File: src/rtl/id_imm_stage.sv
// Decodes RISC-V OP-IMM into registered ALU operands, with optional EX/MEM forwarding of rs1.
// One-cycle load latency; a valid output holds while out_ready_i is low, and a new instruction loads in the same cycle it drains.
module id_imm_stage #(
    parameter int XLEN    = 32,
    parameter int RADDR_W = 5,
    parameter int FWD_EN  = 1
) (
    input  logic               clk,
    input  logic               rst,
    input  logic               inst_valid_i,
    output logic               inst_ready_o,
    input  logic [31:0]        inst_i,
    output logic [RADDR_W-1:0] reg1_raddr_o,
    output logic               reg1_re_o,
    input  logic [XLEN-1:0]    reg1_rdata_i,
    input  logic               ex_we_i,
    input  logic [RADDR_W-1:0] ex_waddr_i,
    input  logic [XLEN-1:0]    ex_wdata_i,
    input  logic               mem_we_i,
    input  logic [RADDR_W-1:0] mem_waddr_i,
    input  logic [XLEN-1:0]    mem_wdata_i,
    input  logic               flush_i,
    output logic               out_valid_o,
    input  logic               out_ready_i,
    output logic [XLEN-1:0]    op1_o,
    output logic [XLEN-1:0]    op2_o,
    output logic [3:0]         alu_op_o,
    output logic               reg_we_o,
    output logic [RADDR_W-1:0] reg_waddr_o,
    output logic               illegal_o,
    output logic [31:0]        dec_cnt_o
);

    typedef enum logic [3:0] {
        ALU_ADD  = 4'd0, ALU_SLT = 4'd1, ALU_SLTU = 4'd2,
        ALU_XOR  = 4'd3, ALU_OR  = 4'd4, ALU_AND  = 4'd5,
        ALU_SLL  = 4'd6, ALU_SRL = 4'd7, ALU_SRA  = 4'd8
    } alu_op_e;

    localparam int SHW = (XLEN == 64) ? 6 : 5;

    logic               out_valid_q;
    logic [XLEN-1:0]    op1_q, op2_q;
    logic [3:0]         alu_op_q;
    logic               reg_we_q;
    logic [RADDR_W-1:0] reg_waddr_q;
    logic               illegal_q;
    logic [31:0]        dec_cnt_q;

    logic               legal;
    logic               is_shift;
    alu_op_e            alu_sel;
    logic [RADDR_W-1:0] rs1, rd;
    logic [XLEN-1:0]    imm_sext, shamt_zext, rs1_val;
    logic [XLEN-1:0]    op1_d, op2_d;
    logic [3:0]         alu_op_d;
    logic [RADDR_W-1:0] reg_waddr_d;
    logic               shamt_ok;
    logic               load;

    assign rs1        = RADDR_W'(inst_i[19:15]);
    assign rd         = RADDR_W'(inst_i[11:7]);
    assign imm_sext   = {{(XLEN-12){inst_i[31]}}, inst_i[31:20]};
    assign shamt_zext = {{(XLEN-SHW){1'b0}}, inst_i[19+SHW:20]};
    // On RV32 a set bit 25 would mean a 6-bit shamt, which is reserved.
    assign shamt_ok   = (XLEN == 64) || !inst_i[25];

    always_comb begin
        legal    = 1'b0;
        is_shift = 1'b0;
        alu_sel  = ALU_ADD;
        if (inst_i[6:0] == 7'b0010011) begin
            case (inst_i[14:12])
                3'b000: begin legal = 1'b1; alu_sel = ALU_ADD;  end
                3'b010: begin legal = 1'b1; alu_sel = ALU_SLT;  end
                3'b011: begin legal = 1'b1; alu_sel = ALU_SLTU; end
                3'b100: begin legal = 1'b1; alu_sel = ALU_XOR;  end
                3'b110: begin legal = 1'b1; alu_sel = ALU_OR;   end
                3'b111: begin legal = 1'b1; alu_sel = ALU_AND;  end
                3'b001: begin
                    is_shift = 1'b1;
                    alu_sel  = ALU_SLL;
                    legal    = (inst_i[31:26] == 6'b000000) && shamt_ok;
                end
                default: begin
                    is_shift = 1'b1;
                    if (inst_i[31:26] == 6'b010000) begin
                        alu_sel = ALU_SRA;
                        legal   = shamt_ok;
                    end else begin
                        alu_sel = ALU_SRL;
                        legal   = (inst_i[31:26] == 6'b000000) && shamt_ok;
                    end
                end
            endcase
        end
    end

    // EX is younger than MEM, so it wins when both target rs1.
    always_comb begin
        rs1_val = reg1_rdata_i;
        if (rs1 == '0)
            rs1_val = '0;
        else if ((FWD_EN != 0) && ex_we_i && (ex_waddr_i == rs1))
            rs1_val = ex_wdata_i;
        else if ((FWD_EN != 0) && mem_we_i && (mem_waddr_i == rs1))
            rs1_val = mem_wdata_i;
    end

    assign op1_d       = legal ? rs1_val : '0;
    assign op2_d       = !legal ? '0 : (is_shift ? shamt_zext : imm_sext);
    assign alu_op_d    = legal ? alu_sel : ALU_ADD;
    assign reg_waddr_d = legal ? rd : '0;

    assign reg1_raddr_o = legal ? rs1 : '0;
    assign reg1_re_o    = legal && inst_valid_i;
    assign inst_ready_o = !out_valid_q || out_ready_i;
    assign load         = inst_valid_i && inst_ready_o && !flush_i;

    always_ff @(posedge clk) begin
        if (rst) begin
            out_valid_q <= 1'b0;
            op1_q       <= '0;
            op2_q       <= '0;
            alu_op_q    <= '0;
            reg_we_q    <= 1'b0;
            reg_waddr_q <= '0;
            illegal_q   <= 1'b0;
            dec_cnt_q   <= '0;
        end else if (flush_i) begin
            out_valid_q <= 1'b0;
        end else if (load) begin
            out_valid_q <= 1'b1;
            op1_q       <= op1_d;
            op2_q       <= op2_d;
            alu_op_q    <= alu_op_d;
            reg_we_q    <= legal;
            reg_waddr_q <= reg_waddr_d;
            illegal_q   <= !legal;
            if (legal)
                dec_cnt_q <= dec_cnt_q + 32'd1;
        end else if (out_ready_i) begin
            out_valid_q <= 1'b0;
        end
    end

    assign out_valid_o = out_valid_q;
    assign op1_o       = op1_q;
    assign op2_o       = op2_q;
    assign alu_op_o    = alu_op_q;
    assign reg_we_o    = reg_we_q;
    assign reg_waddr_o = reg_waddr_q;
    assign illegal_o   = illegal_q;
    assign dec_cnt_o   = dec_cnt_q;

endmodule

File: config.mk
export PLATFORM = sky130hd
export DESIGN_NAME = id_imm_stage
export DESIGN_NICKNAME = d
export VERILOG_FILES = /design/src/rtl/id_imm_stage.sv
export SDC_FILE = /design/constraint.sdc
export NUM_CORES = 1
export LEC_CHECK = 0
export CAP_MARGIN = 20
export CORE_AREA = 2 2 101 103
export CTS_BUF_LIST = sky130_fd_sc_hd__clkbuf_4 sky130_fd_sc_hd__clkbuf_8
export DETAILED_ROUTE_END_ITERATION = 12
export DIE_AREA = 0 0 103 105
export DONT_BUFFER_PORTS = 1
export PLACE_DENSITY_LB_ADDON = 0.3
export SLEW_MARGIN = 5
export SYNTH_ARGS = -nofsm -noshare
export SYNTH_HDL_FRONTEND = slang
export SYNTH_SLANG_ARGS = --single-unit
File: constraint.sdc
create_clock -name clk -period 2.49 [get_ports clk]
set_clock_uncertainty 0.2 [all_clocks]
set_input_delay 0.249 -clock clk [delete_from_list [all_inputs] [get_ports clk]]
set_output_delay 0.249 -clock clk [all_outputs]
set_load 0.01 [all_outputs]
==> results.md <==
- Status: completed
- Drt initial violations: 313
- IO Port Bufs: 0
- Final Max Tran Viols: 0
- Drt pass-1 iters: 6
- Post-route clock period utilization: a little under 100%
- Largest net degree at the start of global routing: 58
- Rows: 36
- Share of layout cells above drive strength 1: 10.05%
- Die ar.: roughly 11000 um^2
- Final hold violations: 0
- First-pass GRT wire length: 26530 um
- Reg area: 1763 um^2
- Minimum clock period: 2.397 ns
- Worst skew pair latency: 0.36 ns
- Worst Max-Slew Pin Slew: around 0.96 ns
- Final core utilization: 62.32%
- Initial antenna violation count: 6
- Setup TNS: 0 ns
- Die Y: 105 um
- Area leader, netlist: dfxtp_1
- CTS buffer count: 9
- Area Growth Syn to Fin: 35.05%
- Commonest non-fill, non-tap cells in the layout: dlygate4sd3_1 (117), dfxtp_1 (87), a21oi_1 (39)
- Total Routed Length: ~17000 um
- Synthesized area: 4448 um^2
- Mean Syn Cell Area: about 8.6 um^2
- CTS Sinks: 88
- Overall routing resource usage: 32.58%
- Total power: 2.688 mW
- Worst path cell trace: xor2_1 -> nor4_1 -> and3_4 -> buf_12 -> mux2i_2 -> dlygate4sd3_1 -> o21ai_1
- Largest delay share family, worst path: buffers and inverters
- Finish-stage setup viols: 0
- PD cells: 447.4 nW/um^2
- Chip width: 103 um
- Leakage: 2.028 nW
- CTS tree: yes
- IO Pins: 260
- Vias: ~4700
- CP Capture Type: flop
- Syn nets: 663
- #FFs+latches synth: 88
- Syn Inst Count: 517
- Post-Route Hold Slack: around 0.0094 ns
- CTS Buffer Depth: 2
- GRT Residual Overflow: 0
- Distinct cells, synth: 47
- CP required: about 2.5 ns
- Wire per inst: 22.73 um
- Kind of critical path: in -> reg
- Hold Path Stages: 2
- Most common cell after layout, fill and taps aside: dlygate4sd3_1
- CP Data Arrival Time: roughly 2.4 ns
- GP Congestion: approximately 0.8
- Core Area: 9639 um^2
- Largest cells by area after synthesis: dfxtp_1 (40%), mux2i_1 (7.4%), and2_1 (5.3%), a31oi_1 (4.5%), a21oi_1 (4.4%)
- Yosys top cell area share: 39.61%
- Worst Path Buf+Inv: 2
- Slew headroom: 34.99%
- Vias in the first global route: 4635
- Hold crit path type: in -> reg
- VDD IR max: 0.3040 mV
- WP depth: 7
- RSZ-0062 raised after global routing: false
- Clk root buf: clkbuf_8
- Vias per cell: 6.081
- Detailed placer's ending HPWL: 10160 um
- Sequential-to-total area share from yosys stat: between 30% and 40%
- Final nets: between 700 and 800
- Fillers: 794
- Multi-input logic area: roughly 2400 um^2
- Starting Density: 46.14%
- Critical Path Start Type: primary input
- Residual DRC: 0
- Crit path max-delay cell type: dlygate4sd3_1
- Crit-path max FO: 23
- H-Tree Depth: 3
- CP peak stage delay: 0.63 ns
- Antenna Nets Post-Route: 0
- Reg2reg path depth: 6
- Clk pin slew, worst setup/hold paths: around 0.10 ns
- Fmax: 0.4173 GHz
- Maxcap violations: 0
- YS warnings: 0
## final timing paths
path                    to  slack, ns    startpoint
max               op1_o[2]       0.09    inst_i[17]
max reg2reg  dec_cnt_o[13]       0.23  dec_cnt_o[3]
min          dec_cnt_o[30]      0.009           rst
min reg2reg      op2_o[30]       0.25     op2_o[30]
## synth_stat cells (all sizes together)
library cell	number
mux2	1
nand3	14
or4b	1
or2	1
xnor2	5
a22oi	10
dfxtp	88
nand2	29
xor2	8
buf	32
a2bb2oi	1
and2	38
nor3b	2
o31a	1
or4	14
nor3	5
nor4b	2
and3	6
clkbuf	19
a21o	2
nand4	11
o21ai	48
o31ai	12
nor2b	4
nor4	3
ha	1
o21bai	1
inv	8
mux2i	33
a31oi	32
a32oi	3
or3	18
nor2	24
nor4bb	1
a21oi	39
## area by class of cell
type                            count  share of cell area [%]
Tap cell                          133                   2.770
Inverter                            8                  0.4999
Multi-Input combinational cell    370                   39.95
Clock buffer                       11                   2.520
Sequential cell                    88                   29.35
Clock inverter                      5                  0.6665
Timing Repair Buffer              145                   23.95
Antenna cell                        7                  0.2916
## state kept, by name, indices dropped and copies added (netlist names)
name,count
op2_o,12
illegal_o,1
alu_op_o,4
reg_we_o,1
dec_cnt_o,32
out_valid_o,1
reg_waddr_o,5
op1_o,32
## metal layers
metal,global-route usage [%],wire length (um)
met5,3.077,11
met1,35.83,6022
met3,17.99,2181
met2,49.17,8230
met4,17.48,988
## stage by stage
step	worst slack [ns]	area, um^2	cells
after floorplan	0.2471	4448	517
after global placement	0.05955	4572	626
after detailed placement	0.02287	4572	626
after CTS	0.009094	5962	760
after global routing	0.02369	6000	764
final	0.09341	6007	767
## what timing repair did
action | in CTS | in global routing
hold endpoints to repair | 88 | 0
resized for setup | 0 | 7
hold buffers | 118 | 0
setup buffers | 0 | 0
endpoints found under the setup margin | 0 | 27
## cells by family (layout without fill, tap and decap cells)
group,after synthesis,after routing,share of synthesized area (%)
adder cells (fa/ha/maj),1,1,0.2812
AND/OR/NAND/NOR,173,173,22.78
buffers and inverters,59,169,7.285
XOR/XNOR,13,13,2.560
multiplexers,34,34,7.679
other,0,7,0
AO/OA/AOI/OAI,149,149,19.80
flip-flops,88,88,39.61
## power breakdown
part           internal (mW)  total [mW]  switching (mW)
Sequential              1.41        1.41         0.00318
Clock                  0.423       0.971           0.548
Combinational          0.181       0.305           0.123
Power figures use the tool's default switching activity.
